==> config.mk <==
export PLATFORM = sky130hd
export DESIGN_NAME = muldiv_ctrl
export DESIGN_NICKNAME = d
export VERILOG_FILES = /design/src/rtl/muldiv_ctrl.sv
export SDC_FILE = /design/constraint.sdc
export NUM_CORES = 1
export LEC_CHECK = 0
export CORE_AREA = 2 2 167 169
export CTS_BUF_LIST = sky130_fd_sc_hd__clkbuf_4 sky130_fd_sc_hd__clkbuf_8
export DETAILED_ROUTE_END_ITERATION = 16
export DIE_AREA = 0 0 169 171
export GPL_ROUTABILITY_DRIVEN = 0
export GPL_TIMING_DRIVEN = 0
export PLACE_DENSITY = 0.76
export SYNTH_ARGS = -nofsm -noshare
export SYNTH_HDL_FRONTEND = slang
export SYNTH_SLANG_ARGS = --single-unit
==> constraint.sdc <==
create_clock -name clk -period 2.06 [get_ports clk]
set_clock_uncertainty 0.15 [all_clocks]
set_input_delay 0.412 -clock clk [delete_from_list [all_inputs] [get_ports clk]]
set_output_delay 0.412 -clock clk [all_outputs]
set_load 0.01 [all_outputs]
==> src/rtl/muldiv_ctrl.sv <==
`default_nettype none
// ============================================================================
//  Module   : muldiv_ctrl
//  Purpose  : Sequencing controller for the CPU multiply/divide resources.
//             Accepts MUL/MULT/MULTU/DIV/DIVU/MTHI/MTLO from execute, drives
//             the shared pipelined multiplier and the iterative divider, owns
//             the HI/LO architectural registers and stalls the pipeline while
//             an operation is in flight.
//  Revision : 1.0 - initial release
// ----------------------------------------------------------------------------
//  Ports
//    clk           in   1   clock, all state on rising edge
//    rst_n         in   1   asynchronous active-low reset (shared w/ divider)
//    start_i       in   1   op request, sampled only in IDLE
//    op_i          in   3   000 MUL 001 MULT 010 MULTU 011 DIV 100 DIVU
//                           101 MTHI 110 MTLO 111 no-op
//    rs_val_i      in  32   operand A (dividend/multiplicand/MTHI-MTLO data)
//    rt_val_i      in  32   operand B (divisor/multiplier)
//    busy_o        out  1   stall request, high whenever state != IDLE
//    done_o        out  1   one-cycle completion pulse
//    gpr_result_o  out 32   MUL low word
//    hi_o / lo_o   out 32   HI / LO registers
//    mul_a_o/_b_o  out 32   multiplier operands (held from latch)
//    mul_signed_o  out  1   1 = signed product
//    mul_p_i       in  64   multiplier product {hi,lo}
//    div_start_o   out  1   one-cycle divider launch pulse
//    div_signed_o  out  1   1 = signed divide
//    div_a_o/_b_o  out 32   dividend / divisor (held from latch)
//    div_done_i    in   1   divider completion pulse
//    div_q_i/_r_i  in  32   quotient / remainder
// ============================================================================
module muldiv_ctrl #(
  parameter int MUL_LAT = 2
) (
  input  logic        clk,
  input  logic        rst_n,
  input  logic        start_i,
  input  logic [2:0]  op_i,
  input  logic [31:0] rs_val_i,
  input  logic [31:0] rt_val_i,
  output logic        busy_o,
  output logic        done_o,
  output logic [31:0] gpr_result_o,
  output logic [31:0] hi_o,
  output logic [31:0] lo_o,
  output logic [31:0] mul_a_o,
  output logic [31:0] mul_b_o,
  output logic        mul_signed_o,
  input  logic [63:0] mul_p_i,
  output logic        div_start_o,
  output logic        div_signed_o,
  output logic [31:0] div_a_o,
  output logic [31:0] div_b_o,
  input  logic        div_done_i,
  input  logic [31:0] div_q_i,
  input  logic [31:0] div_r_i
);

  localparam logic [2:0] OP_MUL   = 3'b000;
  localparam logic [2:0] OP_MULT  = 3'b001;
  localparam logic [2:0] OP_MULTU = 3'b010;
  localparam logic [2:0] OP_DIV   = 3'b011;
  localparam logic [2:0] OP_DIVU  = 3'b100;
  localparam logic [2:0] OP_MTHI  = 3'b101;
  localparam logic [2:0] OP_MTLO  = 3'b110;
  localparam logic [2:0] OP_NOP   = 3'b111;

  localparam int         CNT_W    = 4;
  // Countdown starts at MUL_LAT-1 so capture lands MUL_LAT edges after accept.
  localparam logic [CNT_W-1:0] CNT_INIT = CNT_W'(MUL_LAT - 1);

  typedef enum logic [1:0] {
    S_IDLE      = 2'd0,
    S_MUL_WAIT  = 2'd1,
    S_DIV_START = 2'd2,
    S_DIV_WAIT  = 2'd3
  } state_e;

  state_e             state_q, state_d;
  logic [2:0]         op_q,    op_d;
  logic [31:0]        a_q,     a_d;
  logic [31:0]        b_q,     b_d;
  logic [CNT_W-1:0]   cnt_q,   cnt_d;
  logic [31:0]        hi_q,    hi_d;
  logic [31:0]        lo_q,    lo_d;
  logic [31:0]        gpr_q,   gpr_d;
  logic               done_q,  done_d;

  // --------------------------------------------------------------------------
  // State and datapath registers
  // --------------------------------------------------------------------------
  always_ff @(posedge clk or negedge rst_n) begin
    if (!rst_n) begin
      state_q <= S_IDLE;
      // Latched op resets to no-op so the signedness decodes read 0.
      op_q    <= OP_NOP;
      a_q     <= '0;
      b_q     <= '0;
      cnt_q   <= '0;
      hi_q    <= '0;
      lo_q    <= '0;
      gpr_q   <= '0;
      done_q  <= 1'b0;
    end else begin
      state_q <= state_d;
      op_q    <= op_d;
      a_q     <= a_d;
      b_q     <= b_d;
      cnt_q   <= cnt_d;
      hi_q    <= hi_d;
      lo_q    <= lo_d;
      gpr_q   <= gpr_d;
      done_q  <= done_d;
    end
  end

  // --------------------------------------------------------------------------
  // Next-state / datapath logic
  // --------------------------------------------------------------------------
  always_comb begin
    state_d = state_q;
    op_d    = op_q;
    a_d     = a_q;
    b_d     = b_q;
    cnt_d   = cnt_q;
    hi_d    = hi_q;
    lo_d    = lo_q;
    gpr_d   = gpr_q;
    done_d  = 1'b0;

    case (state_q)
      S_IDLE: begin
        if (start_i) begin
          op_d = op_i;
          a_d  = rs_val_i;
          b_d  = rt_val_i;
          case (op_i)
            OP_MUL, OP_MULT, OP_MULTU: begin
              state_d = S_MUL_WAIT;
              cnt_d   = CNT_INIT;
            end
            OP_DIV, OP_DIVU: begin
              // Divide by zero never launches the divider; HI/LO keep their
              // values and the op retires immediately.
              if (rt_val_i == 32'd0) begin
                done_d = 1'b1;
              end else begin
                state_d = S_DIV_START;
              end
            end
            OP_MTHI: begin
              hi_d   = rs_val_i;
              done_d = 1'b1;
            end
            OP_MTLO: begin
              lo_d   = rs_val_i;
              done_d = 1'b1;
            end
            default: begin
              done_d = 1'b1;
            end
          endcase
        end
      end

      S_MUL_WAIT: begin
        if (cnt_q == '0) begin
          state_d = S_IDLE;
          done_d  = 1'b1;
          // MUL only targets the GPR; MULT/MULTU write the full product.
          if (op_q == OP_MUL) begin
            gpr_d = mul_p_i[31:0];
          end else begin
            hi_d = mul_p_i[63:32];
            lo_d = mul_p_i[31:0];
          end
        end else begin
          cnt_d = cnt_q - CNT_W'(1);
        end
      end

      S_DIV_START: begin
        state_d = S_DIV_WAIT;
      end

      S_DIV_WAIT: begin
        if (div_done_i) begin
          lo_d    = div_q_i;
          hi_d    = div_r_i;
          state_d = S_IDLE;
          done_d  = 1'b1;
        end
      end

      default: begin
        state_d = S_IDLE;
      end
    endcase
  end

  // --------------------------------------------------------------------------
  // Outputs
  // --------------------------------------------------------------------------
  assign busy_o       = (state_q != S_IDLE);
  assign done_o       = done_q;
  assign gpr_result_o = gpr_q;
  assign hi_o         = hi_q;
  assign lo_o         = lo_q;

  // Both units see the same latched operands; only the launch/capture differ.
  assign mul_a_o      = a_q;
  assign mul_b_o      = b_q;
  assign div_a_o      = a_q;
  assign div_b_o      = b_q;

  assign mul_signed_o = (op_q == OP_MUL) || (op_q == OP_MULT);
  assign div_signed_o = (op_q == OP_DIV);
  assign div_start_o  = (state_q == S_DIV_START);

endmodule
`default_nettype wire

### Yosys cells after proc, flatten, opt, wreduce, memory -nomap -nowiden

Index checks and enable logic that the tools add are counted.

| cells by class | value |
|---|---|
| $add $sub $neg | 1 |
| multipliers | 0 |
| divide/modulo/power cells | 0 |
| magnitude comparators | 0 |
| equality and inequality tests | 21 |
| shift-type cells | 0 |
| muxes and demuxes | 28 |
| bitwise operators | 0 |
| reductions and logical operators | 17 |

Operators by type and width:

| cell | count |
|---|---|
| $mux 32 | 10 |
| $pmux 32 s3 | 2 |
| $logic_not 32->1 | 1 |
| $mux 4 | 3 |
| $reduce_and 6->1 | 2 |
| $ne 2x2->1 const B | 5 |
| $eq 3x2->1 const B | 3 |
| $eq 3x3->1 const B | 3 |
| $mux 2 | 4 |
| $pmux 2 s4 | 1 |
| $pmux 4 s2 | 1 |
| $eq 3x1->1 const B | 2 |
| $logic_not 3->1 | 2 |
| $ne 2x1->1 const B | 3 |
| $reduce_and 5->1 | 1 |
| $eq 2x2->1 const B | 2 |
| $logic_not 4->1 | 1 |
| $mux 1 | 4 |
| $pmux 2 s2 | 1 |
| $reduce_and 4->1 | 1 |
| $reduce_bool 2->1 | 2 |
| $sub 4x1->4 const B | 1 |
| $ne 3x1->1 const B | 1 |
| $ne 3x3->1 const B | 1 |
| other kinds (10) | 10 |

| word-level totals | value |
|---|---|
| register bits after elaboration | 170 |
| latch bits | 0 |
| RAM bits | 0 |
| memory bits (read-only) | 0 |
| bits of input ports | 199 |
| logic and storage cells | 76 |
| memories kept | 0 |

### Logic depth before layout (Yosys ltp)

Gate-level depths: netlist of run 1.

| logic depth | value |
|---|---|
| depth in word-level cells | 5 |
| mapped depth | 7 |
| depth with buffers taken out | 6 |

### Least setup slack after synthesis of run 1

No wires, ideal clock.

| timing path | value |
|---|---|
| path type | reg-to-reg |
| from | register cnt_q[0] |
| to | register gpr_q[10] (netlist: gpr_result_o[10]) |
| library setup time | 0.125 ns |
| arrival time | 1.935 ns |
| setup slack | -0.149 ns |
| cell stages (with the launch flop) | 7 |
| path through | dfrtp_1 > inv_1 > ha_1 > or3b_2 > nor3_2 > buf_4 > mux2_2 |

| between the ends | value |
|---|---|
| longest elaborated chain between the ends | 2 |

RTL lines:

| what | line | source |
|---|---|---|
| start, declared | 83 | `logic [CNT_W-1:0] cnt_q, cnt_d;` |
| start signal, assigned | 109 | `cnt_q <= cnt_d;` |
| $logic_not 4->1 | 167 | `if (cnt_q == '0) begin` |
| $reduce_and 3->1 (no line) | n/a |  |
| end signal, assigned | 112 | `gpr_q <= gpr_d;` |
| end, declared | 86 | `logic [31:0] gpr_q, gpr_d;` |

No other way between the ends.
A chain may end at the register's enable or synchronous reset.

### Worst setup path after layout of run 1

| timing path | value |
|---|---|
| from | register state_q[1] |
| to | register lo_q[13] (netlist: lo_o[13]) |

| between the ends | value |
|---|---|
| longest elaborated chain between the ends | 3 |
| elaborated cells between the ends (all ways) | 11 |

RTL lines:

| what | line | source |
|---|---|---|
| start, declared | 79 | `state_e state_q, state_d;` |
| start signal, assigned | 105 | `state_q <= state_d;` |
| $eq 2x1->1, or another cell as far along | 131 | `case (state_q)` |
| $ne 2x2->1 (no line), or another cell as far along | n/a |  |
| $reduce_and 6->1 (no line) | n/a |  |
| end signal, assigned | 111 | `lo_q <= lo_d;` |
| end, declared | 85 | `logic [31:0] lo_q, lo_d;` |

Parallel ways exist; a longest one is shown, timed or not.

==> flow_summary.ini, run 1 <==
[grt]
grt_start_max_net_pins = 92
grt_antenna_before_repair = 0
first_global_vias = 7571
global_route.overflow_total = 0
grt_use_total_pct = 20.30
global_route_wire_length_before_repair_mm = 44.24

[pwr]
p_sw_w = 0.008479
cellPowerDensity_nw_per_um2 = 1661
share_of_power_burned_in_combinational_logic_pct = 62.0
share_clk_of_total_power_pct = 11.5
cell_internal_pwr_w = 0.01542
p_seq_share_pct = 26.5
leakagePower_nw = 6.253
irDropWorstVdd_uv = 833.9
p_total_w = 0.02390
switching_share_pct = 35.48

[drt]
ant_nets = 0
top_signal_layer_used = met4
drc = 0
routed_wire_length_per_instance_um = 20.40
route.vias.total = 7004
wl_met2_mm = 15.29
iteration_count_of_the_initial_detailed_routing_pass = 4
avgViaCountPerCell = 4.698
drt_iter0_markers = 331
routedLengthMet1_mm = 12.98
finalWirelength_mm = 30.42
wl_met3_mm = 1.503

[sta]
setup_violations = 93
final_hold_fails = 0
max_slew_margin_pct = 45.64
finalWorstSetupSlack_ps = -102.5
min_period_ps = 2162
finalMaxSlewViolations = 0
tightestPinTransition_ps = 815.4
whs_ps = 363.5
final_min_period_over_clock_period_pct = 105.0
max_freq_mhz = 462.4
grt_setup_unrepaired = yes

[layout]
fraction_of_final_layout_cells_sized_beyond_drive_strength_1_pct = 29.96
fill_cells = 2433
number_of_nets_in_the_final_layout = 1332
antenna_cells = 0
syn_to_final_growth_pct = 68.98
utilization_pct = 52.67
finalInstanceArea_sq_um = 14390

[synthesis]
synth_instances = 655
syn-num-nets = 855
post_synth_instance_area_sq_um = 8516
post_synth_main_area_contributors = dfrtp_1 49%, mux2_2 13%, mux2_4 11%, mux2i_1 7.5%, buf_4 5.9%
synth.top_cells.by_count = 167 x dfrtp_1, 102 x mux2_2, 69 x a21oi_1, 67 x buf_4, 64 x mux2i_1
number_of_distinct_library_cells_after_synthesis = 37
synth.avg_cell_area_sq_um = 13.00
fraction_of_synthesis_flops_using_an_asynchronous_set_or_reset_pin_pct = 100.0
synth.ff_latch_count = 170
most_used_standard_cell_by_instance_count_after_synthesis = dfrtp_1
yosys.area.top_type_share_pct = 49.07
synth_edf_count = 0
synth_seq_area_share_pct = 50.00
ys_dominant_reg_cell = dfrtp_1
synth_top_area_cell = dfrtp_1
yosysWarnings = 0

[hold_path]
min-delay-path-class = reg -> reg

[floorplan]
die_footprint_sq_um = 28900
floorplan.rows = 61
io-pin-count = 428
die_h_um = 171
core-area_sq_um = 27320
start_util_pct = 31.17
die_w_um = 169

[critical_path]
cp-start-kind = flip-flop
critPathArrivalTime_ps = 2360
crit_fanout = 6
worst_ep_required_time_ps = 2250
crit_path_end_kind = flip-flop
crit_type = reg -> reg

[clock_tree]
clkSlewWorstSetupHoldPaths_ps = 100
tritoncts.num_buffers = 17
clkSinkCount = 170
cts_tree = yes
cts_max_path_buffers = 2
ctsHtreeMaxLevel = 4
clock_latency_ps = 450
ctsRootBufferMaster = clkbuf_8

[place]
buffer_ports.inserted = 427
post-dp-hpwl_mm = 22.69
placed_cell_area_sq_um = 13280

[outcome]
status = finished with violations
violations_in_the_final_reports = setup timing

[flow_run]
max_cap_viol_count = 0
==> worst max-delay path, stage by stage (launching register included) <==
cell and delay, ps:
dfrtp_2 460, or4b_4 530, o221ai_4 230, a21oi_4 70, buf_12 160, clkbuf_16 160, mux2_4 290
==> per-stage QoR <==
step | setup slack, ps | TNS, ps | std cells
floorplan | 4.621 | 0 | 655
global placement | -6881 | -1239390 | 1428
detailed placement | -1190 | -86150 | 1429
CTS | -109.1 | -5117 | 1478
global route | -137.3 | -10040 | 1491
finish | -102.5 | -5684 | 1491
==> power by group through the flow <==
stage	logic [W]	clock network, W	registers (W)
6_report	0.0148	0.00274	0.00634
5_1_grt	0.0157	0.00296	0.00658
4_1_cts	0.0146	0.00282	0.00634
3_5_place_dp	0.0141	0	0.00637
3_3_place_gp	0.0139	0	0.00633
2_1_floorplan	0.00668	0	0.00689
==> cells by family (layout without fill, tap and decap cells) <==
group / Yosys count / in the layout / synth area share (%)
flip-flops: 170 / 170 / 50.00
adder cells (fa/ha/maj): 1 / 1 / 0.1469
AND/OR/NAND/NOR: 66 / 66 / 3.967
AO/OA/AOI/OAI: 85 / 85 / 5.848
buffers and inverters: 106 / 596 / 8.316
multiplexers: 227 / 227 / 31.72
==> cell type report <==
class	instances	area, sq um	share of cell area [%]
Buffer	101	869.6	6.043
Clock buffer	17	234.0	1.626
Clock inverter	15	227.7	1.582
Inverter	4	15.01	0.1043
Multi-Input combinational cell	379	3719	25.84
Sequential cell	170	4259	29.60
Tap cell	346	432.9	3.008
Timing Repair Buffer	459	4633	32.20
==> routing by layer <==
layer,vias to the layer above,global-route usage (%)
met2,254,35.39
li1,3213,-
met4,0,6.726
met1,3504,25.39
met3,33,3.840
met5,-,0
==> cell usage in the layout, fill, tap and decap left out, types with 6 or more instances in the layout <==
cell type,n
clkbuf_2,6
clkdlybuf4s50_1,347
dlymetal6s2s_1,7
buf_12,14
clkbuf_8,18
clkbuf_1,9
dfrtp_1,166
nor4_1,9
a21oi_1,68
mux2_2,73
nor2_1,34
mux2_4,90
dlygate4sd2_1,69
clkbuf_16,6
buf_4,85
buf_6,7
mux2i_1,64
==> flip-flops by register name, indices dropped and copies added (netlist names) <==
register and count:
cnt_q 4, div_a_o 32, div_b_o 32, done_o 1, gpr_result_o 32, hi_o 32
lo_o 32, op_q 3, state_q 2
==> worst paths after layout <==
path,from,to,slack [ps],cells after the start
setup reg to reg,state_q[1],lo_o[13],-100,6
setup / recovery,state_q[1],lo_o[13],-100,6
hold reg to reg,hi_o[24],hi_o[24],360,1
max in group asynchronous,rst_n,div_a_o[23],460,3
min in group asynchronous,rst_n,gpr_result_o[7],380,2
hold / removal,hi_o[24],hi_o[24],360,1
==> what timing repair did <==
item,4_1_cts,5_1_grt
endpoints found under the setup margin,219,137
buffers inserted,16,9
pin swaps,4,1
gates resized for setup,168,14
hold buffers,1,0
cloned,1,5
hold endpoints to repair,79,0
Power figures use the tool's default switching activity.
==> inputs of run 2 (changes only) <==
--- a/config.mk
+++ b/config.mk
@@ -12,6 +12,7 @@
 export GPL_ROUTABILITY_DRIVEN = 0
 export GPL_TIMING_DRIVEN = 0
 export PLACE_DENSITY = 0.76
+export RECOVER_POWER = 50
 export SYNTH_ARGS = -nofsm -noshare
 export SYNTH_HDL_FRONTEND = slang
 export SYNTH_SLANG_ARGS = --single-unit
==> run 2 against run 1 <==
  * Die area unchanged
  * The run still ends with setup timing left
  * Setup slack gained 0.91 ps
  * Highest routed layer unchanged
  * Largest power group unchanged
  * Global-route usage unchanged
  * Core utilization is 0.11 points lower
==> flow_summary.ini, run 2 (synthesized netlist as in run 1, its figures left out) <==
[critical_path]
critical_path.max_stage_delay_ps = 530
r2r_slack_ps = -100
crit_fanout = 6
rr_worst_depth = 6
cp-start-kind = flip-flop
slowest_stage = or4b_4
critPathArrivalTime_ps = 2350
worstPathBufferInverterCount = 2
crit-reg2reg-capture = lo_o[13]
worst_ep_required_time_ps = 2250
crit_path_cell_trace = or4b_4 > o221ai_4 > a21oi_4 > buf_12 > clkbuf_16 > mux2_4
crit_path_end_kind = flip-flop
cp_top_family = simple AND/OR/NAND/NOR gates
crit_type = reg -> reg
rr_startpoint = state_q[1]

[pwr]
p_seq_share_pct = 26.6
irDropWorstVdd_uv = 830.0
cellPowerDensity_nw_per_um2 = 1659
p_sw_w = 0.008448
share_clk_of_total_power_pct = 11.5
leakagePower_nw = 6.166
switching_share_pct = 35.46
cell_internal_pwr_w = 0.01537
share_of_power_burned_in_combinational_logic_pct = 62.0

[sta]
tightestPinTransition_ps = 810.2
final_hold_fails = 0
setup_violations = 93
grt_setup_unrepaired = yes
min_period_ps = 2162
final_min_period_over_clock_period_pct = 104.9
finalWorstSetupSlack_ps = -101.6
finalMaxSlewViolations = 0
max_freq_mhz = 462.6
max_slew_margin_pct = 45.99

[layout]
fraction_of_final_layout_cells_sized_beyond_drive_strength_1_pct = 29.87
final_common_cell = clkdlybuf4s50_1
final_cell_mix = 345 x clkdlybuf4s50_1, 166 x dfrtp_1, 90 x mux2_4
number_of_nets_in_the_final_layout = 1332
finalInstanceArea_sq_um = 14360
syn_to_final_growth_pct = 68.63

[clock_tree]
clkSlewWorstSetupHoldPaths_ps = 100
ctsHtreeMaxLevel = 4
cts_tree = yes
cts_max_path_buffers = 2
clkSinkCount = 170
clock_latency_ps = 450
tritoncts.num_buffers = 17
ctsRootBufferMaster = clkbuf_8

[floorplan]
core-area_sq_um = 27320
floorplan.rows = 61
die_h_um = 171
start_util_pct = 31.17
die_w_um = 169
io-pin-count = 428
die_footprint_sq_um = 28900

[grt]
global_route.overflow_total = 0
grt_antenna_before_repair = 1
grt_use_total_pct = 20.30
grt_start_max_net_pins = 92
first_global_vias = 7571
global_route_wire_length_before_repair_mm = 44.24

[hold_path]
worstHoldStart = hi_o[24]
hold-path-cell-count = 1
min-delay-path-class = reg -> reg
min_to = hi_o[24]

[place]
placed_cell_area_sq_um = 13280
post-dp-hpwl_mm = 22.69
place_ws_ps = -1190
buffer_ports.inserted = 427

[drt]
iteration_count_of_the_initial_detailed_routing_pass = 4
routed_wire_length_per_instance_um = 20.33
drc = 0
avgViaCountPerCell = 4.702
ant_nets = 0
route.vias.total = 7015
finalWirelength_mm = 30.33
drt_iter0_markers = 339

[flow_run]
max_cap_viol_count = 0

[outcome]
violations_in_the_final_reports = setup timing
status = finished with violations
[run 2: layer usage]
| metal | track usage [%] | wire length (um) | vias to the layer above |
|---|---|---|---|
| met1 | 25.39 | 12850 | 3509 |
| met3 | 3.840 | 1519 | 34 |
| met2 | 35.39 | 15310 | 247 |
| li1 | - | - | 3225 |
| met5 | 0 | 0 | - |
| met4 | 6.726 | 650 | 0 |
[run 2: worst max-delay path by stage]
| stage | from | to | slack [ps] | depth (start not counted) |
|---|---|---|---|---|
| final | state_q[1] | lo_o[13] | -100 | 6 |
| after CTS | state_q[0] | div_start_o | -110 | 5 |
| after floorplan | state_q[1] | gpr_result_o[10] | 5 | 5 |
| after global placement | rst_n | div_a_o[25] | -6880 | 1 |
| after global routing | state_q[1] | lo_o[10] | -140 | 6 |
| after detailed placement | state_q[0] | div_start_o | -1190 | 5 |
[run 2: worst register-to-register path, stage by stage, from the launching register on]
cell       delay, ps
dfrtp_2          460
or4b_4           530
o221ai_4         230
a21oi_4           70
buf_12           160
clkbuf_16        170
mux2_4           290
[run 2: power groups by stage]
stage / registers, W / clock network, W / logic [W]
2_1_floorplan: 0.00689 / 0 / 0.00668
3_3_place_gp: 0.00633 / 0 / 0.0139
3_5_place_dp: 0.00637 / 0 / 0.0141
4_1_cts: 0.00634 / 0.00282 / 0.0146
5_1_grt: 0.00657 / 0.00296 / 0.0156
6_report: 0.00633 / 0.00274 / 0.0148
[run 2: final cells by class]
type	instances	area (sq um)
Inverter	4	15.01
Tap cell	346	432.9
Clock buffer	17	234.0
Sequential cell	170	4259
Timing Repair Buffer	459	4602
Buffer	101	868.3
Fill cell	2441	12960
Clock inverter	15	227.7
Multi-Input combinational cell	379	3719
Antenna cell	1	2.502
[run 2: what timing repair did]
action | 4_1_cts | 5_1_grt
hold endpoints to repair | 79 | 0
endpoints found under the setup margin | 219 | 137
hold buffers | 1 | 0
setup buffers | 16 | 9
pin swaps | 4 | 1
gates resized for setup | 168 | 14
gates cloned | 1 | 5
[run 2: through the flow]
stage | power (W) | utilization, % | hold WS (ps) | instances | TNS (ps)
finish | 0.02382 | 52.56 | 362.9 | 1492 | -5395
floorplan | 0.01357 | - | -33.59 | 655 | 0
global placement | 0.02021 | 48.48 | 319.0 | 1428 | -1239390
CTS | 0.02378 | 51.87 | 358.3 | 1478 | -5117
global route | 0.02515 | 52.56 | 381.8 | 1492 | -15370
detailed placement | 0.02046 | 48.60 | 296.6 | 1429 | -86150
